===== config.mk =====
export PLATFORM = sky130hd
export DESIGN_NAME = hazard_scoreboard_flat
export DESIGN_NICKNAME = d
export VERILOG_FILES = /design/src/rtl/hazard_scoreboard_if.sv /design/src/rtl/hazard_scoreboard.sv /design/src/flat_wrapper.sv
export SDC_FILE = /design/constraint.sdc
export NUM_CORES = 1
export LEC_CHECK = 0
export CORE_MARGIN = 3
export CORE_UTILIZATION = 30
export DETAILED_ROUTE_END_ITERATION = 16
export HOLD_SLACK_MARGIN = 0.12
export PLACE_DENSITY = 0.65
export SYNTH_ARGS = -nofsm -noshare
export SYNTH_HDL_FRONTEND = slang
export SYNTH_SLANG_ARGS = --single-unit

===== constraint.sdc =====
create_clock -name clk -period 3.1 [get_ports clk]
set_input_delay 0.62 -clock clk [delete_from_list [all_inputs] [get_ports clk]]
set_output_delay 0.62 -clock clk [all_outputs]
set_load 0.02 [all_outputs]

===== src/rtl/hazard_scoreboard_if.sv =====
// Hazard unit bus: D/E/M/W pipeline observations in, stall/flush/forward controls out.
interface hazard_scoreboard_if #(
  parameter int NREG = 32,
  parameter int NFWD = 2
);
  localparam int REGW = $clog2(NREG);
  localparam int FSEL = $clog2(NFWD + 1);

  logic [REGW-1:0]      rs_d;
  logic [REGW-1:0]      rt_d;
  logic                 use_rs_d;
  logic                 use_rt_d;
  logic                 issue_d;
  logic [REGW-1:0]      wreg_d;
  logic                 wen_d;
  logic                 long_d;
  logic [REGW-1:0]      rs_e;
  logic [REGW-1:0]      rt_e;
  logic [NFWD*REGW-1:0] wreg_fwd;
  logic [NFWD-1:0]      wen_fwd;
  logic                 wb_valid;
  logic [REGW-1:0]      wb_reg;
  logic                 i_stall;
  logic                 d_stall;
  logic                 div_stall;
  logic                 exception_en;

  logic [FSEL-1:0]      fwd_a_e;
  logic [FSEL-1:0]      fwd_b_e;
  logic                 stall_f;
  logic                 stall_d;
  logic                 stall_e;
  logic                 stall_m;
  logic                 stall_w;
  logic                 flush_d;
  logic                 flush_e;
  logic                 flush_m;
  logic                 flush_w;
  logic                 all_stall;
  logic [NREG-1:0]      sb_busy;

  modport master (
    output rs_d, rt_d, use_rs_d, use_rt_d, issue_d, wreg_d, wen_d, long_d,
           rs_e, rt_e, wreg_fwd, wen_fwd, wb_valid, wb_reg,
           i_stall, d_stall, div_stall, exception_en,
    input  fwd_a_e, fwd_b_e, stall_f, stall_d, stall_e, stall_m, stall_w,
           flush_d, flush_e, flush_m, flush_w, all_stall, sb_busy
  );

  modport slave (
    input  rs_d, rt_d, use_rs_d, use_rt_d, issue_d, wreg_d, wen_d, long_d,
           rs_e, rt_e, wreg_fwd, wen_fwd, wb_valid, wb_reg,
           i_stall, d_stall, div_stall, exception_en,
    output fwd_a_e, fwd_b_e, stall_f, stall_d, stall_e, stall_m, stall_w,
           flush_d, flush_e, flush_m, flush_w, all_stall, sb_busy
  );
endinterface


===== src/rtl/hazard_scoreboard.sv =====
// Hazard unit with a per-register busy scoreboard for long-latency producers,
// a bounded outstanding-producer count, N-source forwarding into E, and an
// exception latch so an exception raised under a global stall is flushed later.
module hazard_scoreboard #(
  parameter int NREG     = 32,
  parameter int NFWD     = 2,
  parameter int MAX_PEND = 4
) (
  input logic          clk,
  input logic          rst,
  hazard_scoreboard_if.slave hz
);
  localparam int REGW = $clog2(NREG);
  localparam int FSEL = $clog2(NFWD + 1);
  localparam int PCW  = $clog2(MAX_PEND + 1);
  localparam logic [PCW-1:0] PEND_FULL = PCW'(MAX_PEND);

  logic [NREG-1:0] r_busy;
  logic [PCW-1:0]  r_pend_cnt;
  logic            r_exc_pend;

  logic            w_all_stall;
  logic            w_wb_hit;
  logic            w_raw_rs;
  logic            w_raw_rt;
  logic            w_struct;
  logic            w_haz;
  logic            w_exc;
  logic            w_stall_d;
  logic            w_adv_d;
  logic            w_set;
  logic            w_flush;
  logic [NREG-1:0] w_busy_nxt;
  logic [PCW-1:0]  w_pend_nxt;
  logic [FSEL-1:0] w_fwd_a;
  logic [FSEL-1:0] w_fwd_b;

  assign w_all_stall = hz.i_stall | hz.d_stall | hz.div_stall;
  // A writeback only retires a producer if that register is actually busy.
  assign w_wb_hit    = hz.wb_valid & r_busy[hz.wb_reg];
  // Regfile is write-before-read, so a same-cycle writeback of the source resolves it.
  assign w_raw_rs    = hz.use_rs_d & r_busy[hz.rs_d] & ~(hz.wb_valid & (hz.wb_reg == hz.rs_d));
  assign w_raw_rt    = hz.use_rt_d & r_busy[hz.rt_d] & ~(hz.wb_valid & (hz.wb_reg == hz.rt_d));
  assign w_struct    = hz.issue_d & hz.wen_d & hz.long_d & (r_pend_cnt == PEND_FULL) & ~w_wb_hit;
  assign w_haz       = w_raw_rs | w_raw_rt | w_struct;
  assign w_exc       = hz.exception_en | r_exc_pend;
  assign w_stall_d   = w_haz | w_all_stall;
  assign w_adv_d     = hz.issue_d & ~w_stall_d;
  assign w_set       = w_adv_d & hz.wen_d & hz.long_d & (hz.wreg_d != '0);
  assign w_flush     = w_exc & ~w_all_stall;

  // Forward select: scan oldest to youngest so the youngest matching source wins.
  always_comb begin
    w_fwd_a = '0;
    w_fwd_b = '0;
    for (int k = NFWD - 1; k >= 0; k--) begin
      if (hz.wen_fwd[k] && (hz.wreg_fwd[k*REGW +: REGW] == hz.rs_e) && (hz.rs_e != '0))
        w_fwd_a = FSEL'(k + 1);
      if (hz.wen_fwd[k] && (hz.wreg_fwd[k*REGW +: REGW] == hz.rt_e) && (hz.rt_e != '0))
        w_fwd_b = FSEL'(k + 1);
    end
  end

  // Scoreboard next state: flush wipes everything; otherwise clear then set, so set wins.
  always_comb begin
    w_busy_nxt = r_busy;
    w_pend_nxt = r_pend_cnt;
    if (w_flush) begin
      w_busy_nxt = '0;
      w_pend_nxt = '0;
    end else begin
      if (w_wb_hit)
        w_busy_nxt[hz.wb_reg] = 1'b0;
      if (w_set)
        w_busy_nxt[hz.wreg_d] = 1'b1;
      if (w_set && !w_wb_hit && (r_pend_cnt != PEND_FULL))
        w_pend_nxt = r_pend_cnt + PCW'(1);
      else if (!w_set && w_wb_hit && (r_pend_cnt != '0))
        w_pend_nxt = r_pend_cnt - PCW'(1);
    end
  end

  // State registers: scoreboard, pending count and the deferred-exception latch.
  always_ff @(posedge clk or posedge rst) begin
    if (rst) begin
      r_busy     <= '0;
      r_pend_cnt <= '0;
      r_exc_pend <= 1'b0;
    end else begin
      r_busy     <= w_busy_nxt;
      r_pend_cnt <= w_pend_nxt;
      if (hz.exception_en && w_all_stall)
        r_exc_pend <= 1'b1;
      else if (w_flush)
        r_exc_pend <= 1'b0;
    end
  end

  assign hz.fwd_a_e   = w_fwd_a;
  assign hz.fwd_b_e   = w_fwd_b;
  assign hz.all_stall = w_all_stall;
  assign hz.stall_f   = w_stall_d & ~w_exc;
  assign hz.stall_d   = w_stall_d;
  assign hz.stall_e   = w_all_stall;
  assign hz.stall_m   = w_all_stall;
  assign hz.stall_w   = w_all_stall;
  assign hz.flush_d   = w_flush;
  assign hz.flush_e   = (w_haz | w_exc) & ~w_all_stall;
  assign hz.flush_m   = w_flush;
  assign hz.flush_w   = w_flush;
  assign hz.sb_busy   = r_busy;
endmodule


===== src/flat_wrapper.sv =====
// flat-port wrapper written by rule: the top's interface ports become plain ports
module hazard_scoreboard_flat 
#(
  parameter int NREG     = 32,
  parameter int NFWD     = 2,
  parameter int MAX_PEND = 4
)
  (clk, rst, hz_rs_d, hz_rt_d, hz_use_rs_d, hz_use_rt_d, hz_issue_d, hz_wreg_d, hz_wen_d, hz_long_d, hz_rs_e, hz_rt_e, hz_wreg_fwd, hz_wen_fwd, hz_wb_valid, hz_wb_reg, hz_i_stall, hz_d_stall, hz_div_stall, hz_exception_en, hz_fwd_a_e, hz_fwd_b_e, hz_stall_f, hz_stall_d, hz_stall_e, hz_stall_m, hz_stall_w, hz_flush_d, hz_flush_e, hz_flush_m, hz_flush_w, hz_all_stall, hz_sb_busy);
  hazard_scoreboard_if #(.NREG(NREG), .NFWD(NFWD)) hz_i ();
  input logic clk;
  input logic rst;
  input wire logic [$bits(hz_i.rs_d)-1:0] hz_rs_d;
  input wire logic [$bits(hz_i.rt_d)-1:0] hz_rt_d;
  input wire logic [$bits(hz_i.use_rs_d)-1:0] hz_use_rs_d;
  input wire logic [$bits(hz_i.use_rt_d)-1:0] hz_use_rt_d;
  input wire logic [$bits(hz_i.issue_d)-1:0] hz_issue_d;
  input wire logic [$bits(hz_i.wreg_d)-1:0] hz_wreg_d;
  input wire logic [$bits(hz_i.wen_d)-1:0] hz_wen_d;
  input wire logic [$bits(hz_i.long_d)-1:0] hz_long_d;
  input wire logic [$bits(hz_i.rs_e)-1:0] hz_rs_e;
  input wire logic [$bits(hz_i.rt_e)-1:0] hz_rt_e;
  input wire logic [$bits(hz_i.wreg_fwd)-1:0] hz_wreg_fwd;
  input wire logic [$bits(hz_i.wen_fwd)-1:0] hz_wen_fwd;
  input wire logic [$bits(hz_i.wb_valid)-1:0] hz_wb_valid;
  input wire logic [$bits(hz_i.wb_reg)-1:0] hz_wb_reg;
  input wire logic [$bits(hz_i.i_stall)-1:0] hz_i_stall;
  input wire logic [$bits(hz_i.d_stall)-1:0] hz_d_stall;
  input wire logic [$bits(hz_i.div_stall)-1:0] hz_div_stall;
  input wire logic [$bits(hz_i.exception_en)-1:0] hz_exception_en;
  output wire logic [$bits(hz_i.fwd_a_e)-1:0] hz_fwd_a_e;
  output wire logic [$bits(hz_i.fwd_b_e)-1:0] hz_fwd_b_e;
  output wire logic [$bits(hz_i.stall_f)-1:0] hz_stall_f;
  output wire logic [$bits(hz_i.stall_d)-1:0] hz_stall_d;
  output wire logic [$bits(hz_i.stall_e)-1:0] hz_stall_e;
  output wire logic [$bits(hz_i.stall_m)-1:0] hz_stall_m;
  output wire logic [$bits(hz_i.stall_w)-1:0] hz_stall_w;
  output wire logic [$bits(hz_i.flush_d)-1:0] hz_flush_d;
  output wire logic [$bits(hz_i.flush_e)-1:0] hz_flush_e;
  output wire logic [$bits(hz_i.flush_m)-1:0] hz_flush_m;
  output wire logic [$bits(hz_i.flush_w)-1:0] hz_flush_w;
  output wire logic [$bits(hz_i.all_stall)-1:0] hz_all_stall;
  output wire logic [$bits(hz_i.sb_busy)-1:0] hz_sb_busy;
  assign hz_i.rs_d = hz_rs_d;
  assign hz_i.rt_d = hz_rt_d;
  assign hz_i.use_rs_d = hz_use_rs_d;
  assign hz_i.use_rt_d = hz_use_rt_d;
  assign hz_i.issue_d = hz_issue_d;
  assign hz_i.wreg_d = hz_wreg_d;
  assign hz_i.wen_d = hz_wen_d;
  assign hz_i.long_d = hz_long_d;
  assign hz_i.rs_e = hz_rs_e;
  assign hz_i.rt_e = hz_rt_e;
  assign hz_i.wreg_fwd = hz_wreg_fwd;
  assign hz_i.wen_fwd = hz_wen_fwd;
  assign hz_i.wb_valid = hz_wb_valid;
  assign hz_i.wb_reg = hz_wb_reg;
  assign hz_i.i_stall = hz_i_stall;
  assign hz_i.d_stall = hz_d_stall;
  assign hz_i.div_stall = hz_div_stall;
  assign hz_i.exception_en = hz_exception_en;
  assign hz_fwd_a_e = hz_i.fwd_a_e;
  assign hz_fwd_b_e = hz_i.fwd_b_e;
  assign hz_stall_f = hz_i.stall_f;
  assign hz_stall_d = hz_i.stall_d;
  assign hz_stall_e = hz_i.stall_e;
  assign hz_stall_m = hz_i.stall_m;
  assign hz_stall_w = hz_i.stall_w;
  assign hz_flush_d = hz_i.flush_d;
  assign hz_flush_e = hz_i.flush_e;
  assign hz_flush_m = hz_i.flush_m;
  assign hz_flush_w = hz_i.flush_w;
  assign hz_all_stall = hz_i.all_stall;
  assign hz_sb_busy = hz_i.sb_busy;
  hazard_scoreboard #(.NREG(NREG), .NFWD(NFWD), .MAX_PEND(MAX_PEND)) u_core (.clk(clk), .rst(rst), .hz(hz_i));
endmodule

======== Word-level counts from Yosys, hierarchy flattened ========
Cells that the tools add are included.
cells by class
  $add $sub $neg .......................... 2
  $lt $le $gt $ge ......................... 6
  equality and inequality tests ........... 8
  multiplexer cells ....................... 23
  bitwise logic cells ..................... 34
  reduce and logical (&&, ||, !) cells .... 23
operators with widths
  cell                                                                   count
  32-bit 2-to-1 mux                                                      4
  32-bit bitwise AND                                                     1
  32-bit NOT                                                             1
  32-bit bitwise OR                                                      1
  5-bit == test                                                          6
  5-bit by 6-bit < comparator with 1-bit output, second input constant   4
  1-bit bitwise AND                                                      18
  1-bit binary-select mux with 5-bit select                              3
  1-bit logical AND                                                      15
  5-bit nonzero test                                                     3
  1-bit demux with 5-bit select                                          2
  5-bit by 1-bit >= comparator with 1-bit output, second input constant  2
  3-bit 2-to-1 mux                                                       3
  2-bit 2-to-1 mux                                                       4
  1-bit 2-to-1 mux                                                       7
  1-bit bitwise OR                                                       7
  1-bit NOT                                                              6
  3-bit nonzero test                                                     2
  3-bit by 1-bit adder with 3-bit output, second input constant          1
  3-bit == test, second input constant                                   1
  3-bit inequality test, second input constant                           1
  3-bit by 1-bit subtractor with 3-bit output, second input constant     1
  1-bit zero test                                                        2
  2-bit nonzero test                                                     1
storage, ports and cells
  flip-flop bits (word level) ............. 36
  input port bits ......................... 54
  output and inout bits ................... 46
  logic and storage cells ................. 99

======== Longest topological paths before layout ========
  word-level depth ........................ 18
  mapped depth ............................ 13
  mapped depth without buffers ............ 11

======== Least setup slack after synthesis ========
No wires, ideal clock.
  path type ............................... input port to flip-flop
  start ................................... in hz_rt_d[2]
  end ..................................... reg u_core.r_pend_cnt[2]
  library setup time ...................... 0.085 ns
  arrival ................................. 3.691 ns
  data required time ...................... 3.015 ns
  slack ................................... -0.676 ns
  stages .................................. 12
  buffers on the path ..................... 1
  path through ............................ clkbuf_1 mux4_2 nor4b_1 a311oi_1 and4_4 nor3_4 and2_2 fa_1 or3b_2 or4_1 nor4bb_1 o22ai_1
between the ends
  word-level cells in the longest chain between the ends .. 16
  elaborated cells on any way between the ends .. 23
  those cells by class .................... 1 x eq/ne; 4 x mux; 12 x bitwise; 6 x reduce/logical
ends and longest elaborated chain
  element                                                                      line                                              RTL
  start: declaration                                                           flat_wrapper.sv:13                                input wire logic [$bits(hz_i.rt_d)-1:0] hz_rt_d;
  1-bit binary-select mux with 5-bit select or 5-bit == test (tied branches)   hazard_scoreboard.sv:43                           assign w_raw_rt = hz.use_rt_d & r_busy[hz.rt_d] & ~(hz.wb_valid & (hz.wb_reg == hz.rt_d));
  1-bit 2-to-1 mux (not written as such) or 1-bit bitwise AND (tied branches)  hazard_scoreboard.sv:43
  1-bit bitwise AND or 1-bit NOT (tied branches)                               hazard_scoreboard.sv:43
  1-bit bitwise AND (*)                                                        hazard_scoreboard.sv:43
  1-bit bitwise OR (*) (2 in a row)                                            hazard_scoreboard.sv:45                           assign w_haz = w_raw_rs | w_raw_rt | w_struct;
  1-bit bitwise OR (*)                                                         hazard_scoreboard.sv:47                           assign w_stall_d = w_haz | w_all_stall;
  1-bit NOT (*)                                                                hazard_scoreboard.sv:48                           assign w_adv_d = hz.issue_d & ~w_stall_d;
  1-bit bitwise AND (*)                                                        hazard_scoreboard.sv:48
  1-bit bitwise AND (*) (3 in a row)                                           hazard_scoreboard.sv:49                           assign w_set = w_adv_d & hz.wen_d & hz.long_d & (hz.wreg_d != '0);
  1-bit logical AND or 1-bit zero test (tied branches)                         hazard_scoreboard.sv:76, hazard_scoreboard.sv:78
  1-bit logical AND (on tied branches)                                         hazard_scoreboard.sv:76, hazard_scoreboard.sv:78
  3-bit 2-to-1 mux or 1-bit logical AND (tied branches)                        hazard_scoreboard.sv:76, hazard_scoreboard.sv:78
  3-bit 2-to-1 mux or 3-bit nonzero test (tied branches)                       -
  end signal: assignment                                                       hazard_scoreboard.sv:91                           r_pend_cnt <= w_pend_nxt;
  end: declaration                                                             hazard_scoreboard.sv:19                           logic [PCW-1:0] r_pend_cnt;
Mark *: on every way between the ends. The rest lies on a longest branch, timed or not. The select of a mux whose other input is x is not followed.
A chain may end at the register's enable or synchronous reset.

======== Worst setup path in the final report ========
  start ................................... in hz_rt_d[0]
  end ..................................... reg u_core.r_pend_cnt[2]
Same word-level chain as after synthesis.

==> metrics.txt <==
run status=finished with violations; violated checks=negative setup slack; CTS tree=yes; Initial Util=31.3%; Syn Area/Cell=9.86 µm²; Buffers on Ports=99; Global Route Usage Sum=22.7%; GRT overflow=0; die area=12,200 µm²; Power, Total=0.00150 W; layout cells sized above 1=41.0%; worst vdd ir=0.000151 V; Arr. time, crit path=3.66 ns; crit share post-route=111%; cell internal pwr=0.000995 W; die height=110 µm; clock latency on the worst-skew pair=~0.29 ns; fin. max-slew vios=0; Syn Inst Count=~330; drt wl/cell=21.4 µm; Final Skew=0.00686 ns; Sequential Power Share=34.3%; area delta synth->final=74.3%; final hold vios=0; Ys Warns=0; max_cap viols=0; Ports=100; CTS root buf=clkbuf_8; met3 WL=about 1300 µm; WP data required=~3.3 ns; Design Area, Final=5700 µm²; ANT nets after route=0; f_max=0.290 GHz; sequential share of the synthesized area=around 28%; # clock sinks=36; CORE AREA=10,500 µm²; DR pass1 iterations=5; crit path kind=in2reg; DR iter-0 viols=approximately 480; critical-path maximum fanout=5; GP Congestion=1.01; most frequent cells in the layout=buf_4, clkdlybuf4s50_1, dfrtp_1; initial antenna violation count=0; Post-synth EDFFs=0; highest metal used=met4; first-pass GRT wire length=between 20,000 and 25,000 µm; wl on met1=5930 µm; Clock Power Share=21.2%; largest net degree at the start of global routing=37; ys flop type=dfrtp_1; Inserted Clock Buffers=5; metal2 WL=between 6000 and 7000 µm; Worst setup EP type=flip-flop; Placed Area=5160 µm²; Core Rows=37; post-synthesis sequential element count=36; Clock Path Buffers=2; unrepaired setup endpoints after global routing=yes; Post-DP HPWL=10,300 µm; Leakage=roughly 2.4 nW; switching fraction of total power=33.6%; worst-margin pin slew=0.487 ns; DR vias=approximately 4,000; vias in the first global route=4,063; ANT cells=0; combinational fraction of design power=~44%; hold slack=0.588 ns; sw power=0.000504 W; clock slew at reported path FFs=0.07 ns; Hold WC Path Type=reg2reg; Synth cell types=58; Worst setup SP type=input pin; drt via density=5.89; Final WS setup=-0.352 ns; DR DRC count=0; Final min period=3.45 ns; H-tree levels=2; Nets=599; P per Cell Area=263 nW/µm²; Reg2Reg Setup Slack=-0.27 ns; Die W=110 µm; FFs w/ async S/R, synth=100%; fill count=937; Final Setup Violations=4; Post-Syn Area=between 3000 and 4000 µm²; Slew headroom=67.6%; commonest non-fill, non-tap cell in the layout=buf_4; pre-CTS setup slack=-1.07 ns; Synthesized Nets=387; final wirelength=14,600 µm
## cells in the mapped netlist (all sizes together), types with 9 or more instances
cell / count / share of area [%]
dfrtp: 36 / 28
o211ai: 28 / 6.4
o21ai: 22 / 3.7
xnor2: 21 / 5.6
buf: 18 / 3.5
mux4: 18 / 13
nor2: 16 / 1.8
o41ai: 16 / 4.3
mux2i: 15 / 4.6
nand2: 13 / 1.5
o22ai: 12 / 2.3
clkbuf: 11 / 1.3
xor2: 9 / 2.4
## metrics by stage
stage,cells,util (%),TNS (ns)
after global routing,680,54.5,-0.903
after CTS,673,52.5,-0.626
final,680,54.5,-0.551
after detailed placement,647,49.3,-14.44
after global placement,647,49.3,-11.36
after floorplan,332,-,-0.662
## kinds of logic after synthesis
kind of cell / after synthesis / share of synthesized area, %
buffers and inverters: 36 / 5.54
DFF: 36 / 27.5
adders and majority gates: 1 / 0.612
xor gates and xnor gates: 30 / 8.03
AOI/OAI and AO/OA: 103 / 22.9
muxes: 35 / 18.5
and+or+nand+nor: 91 / 16.9
## sequential cells by signal (all words and copies together), names as in the netlist
name	cells
u_core.hz.sb_busy	32
u_core.r_exc_pend	1
u_core.r_pend_cnt	3
## repair_timing
action | CTS | global route
setup endpoints to repair | 23 | 7
gates cloned | 1 | 0
hold buffers | 0 | 0
buffers inserted | 18 | 9
pin swaps | 20 | 23
resized for setup | 75 | 63
## worst max-delay path, cell delays in order
cell      delay [ns]
buf_12          0.11
buf_12          0.10
mux4_2          0.54
mux2i_2         0.26
nand3_2         0.14
and4_4          0.20
nor3_4          0.19
and2_4          0.17
fa_2            0.20
or3b_4          0.38
or4_4           0.42
nor4bb_4        0.16
o22ai_1         0.16
## path summary, 6_finish.rpt
kind / startpoint / endpoint / cells past startpoint
setup / recovery: hz_rt_d[0] / u_core.r_pend_cnt[2] / 13
setup reg to reg: u_core.hz.sb_busy[30] / u_core.r_pend_cnt[2] / 11
hold reg to reg: u_core.r_exc_pend / u_core.r_exc_pend / 2
hold / removal: u_core.r_exc_pend / u_core.r_exc_pend / 2
max in group asynchronous: rst / u_core.r_exc_pend / 3
min in group asynchronous: rst / u_core.hz.sb_busy[5] / 3
## routing by layer
| layer | GRT usage, % | up-vias |
|---|---|---|
| li1 | - | 1749 |
| met1 | 30.9 | 1933 |
| met2 | 35.8 | 276 |
| met3 | 4.60 | 49 |
| met4 | 8.13 | 0 |
| met5 | 0 | - |
## cell type report
class | instances | area, µm² | area share, %
multi-input cells | 260 | 2400 | 42.2
repair buffers | 234 | 2120 | 37.2
flip-flops and latches | 36 | 901 | 15.8
well taps | 136 | 170 | 2.98
clock buffers | 6 | 72.6 | 1.27
inverters | 7 | 26.3 | 0.461
clock inverters | 1 | 5.00 | 0.0877
## power by group through the flow
stage	Clock, W	Combinational, W	Sequential (W)
after floorplan	0	0.000286	0.000517
after detailed placement	0	0.000522	0.000522
final	0.000318	0.000666	0.000514
after global routing	0.000351	0.000710	0.000516
after CTS	0.000330	0.000586	0.000512
after global placement	0	0.000515	0.000520
(Power assumes the default switching activity.)
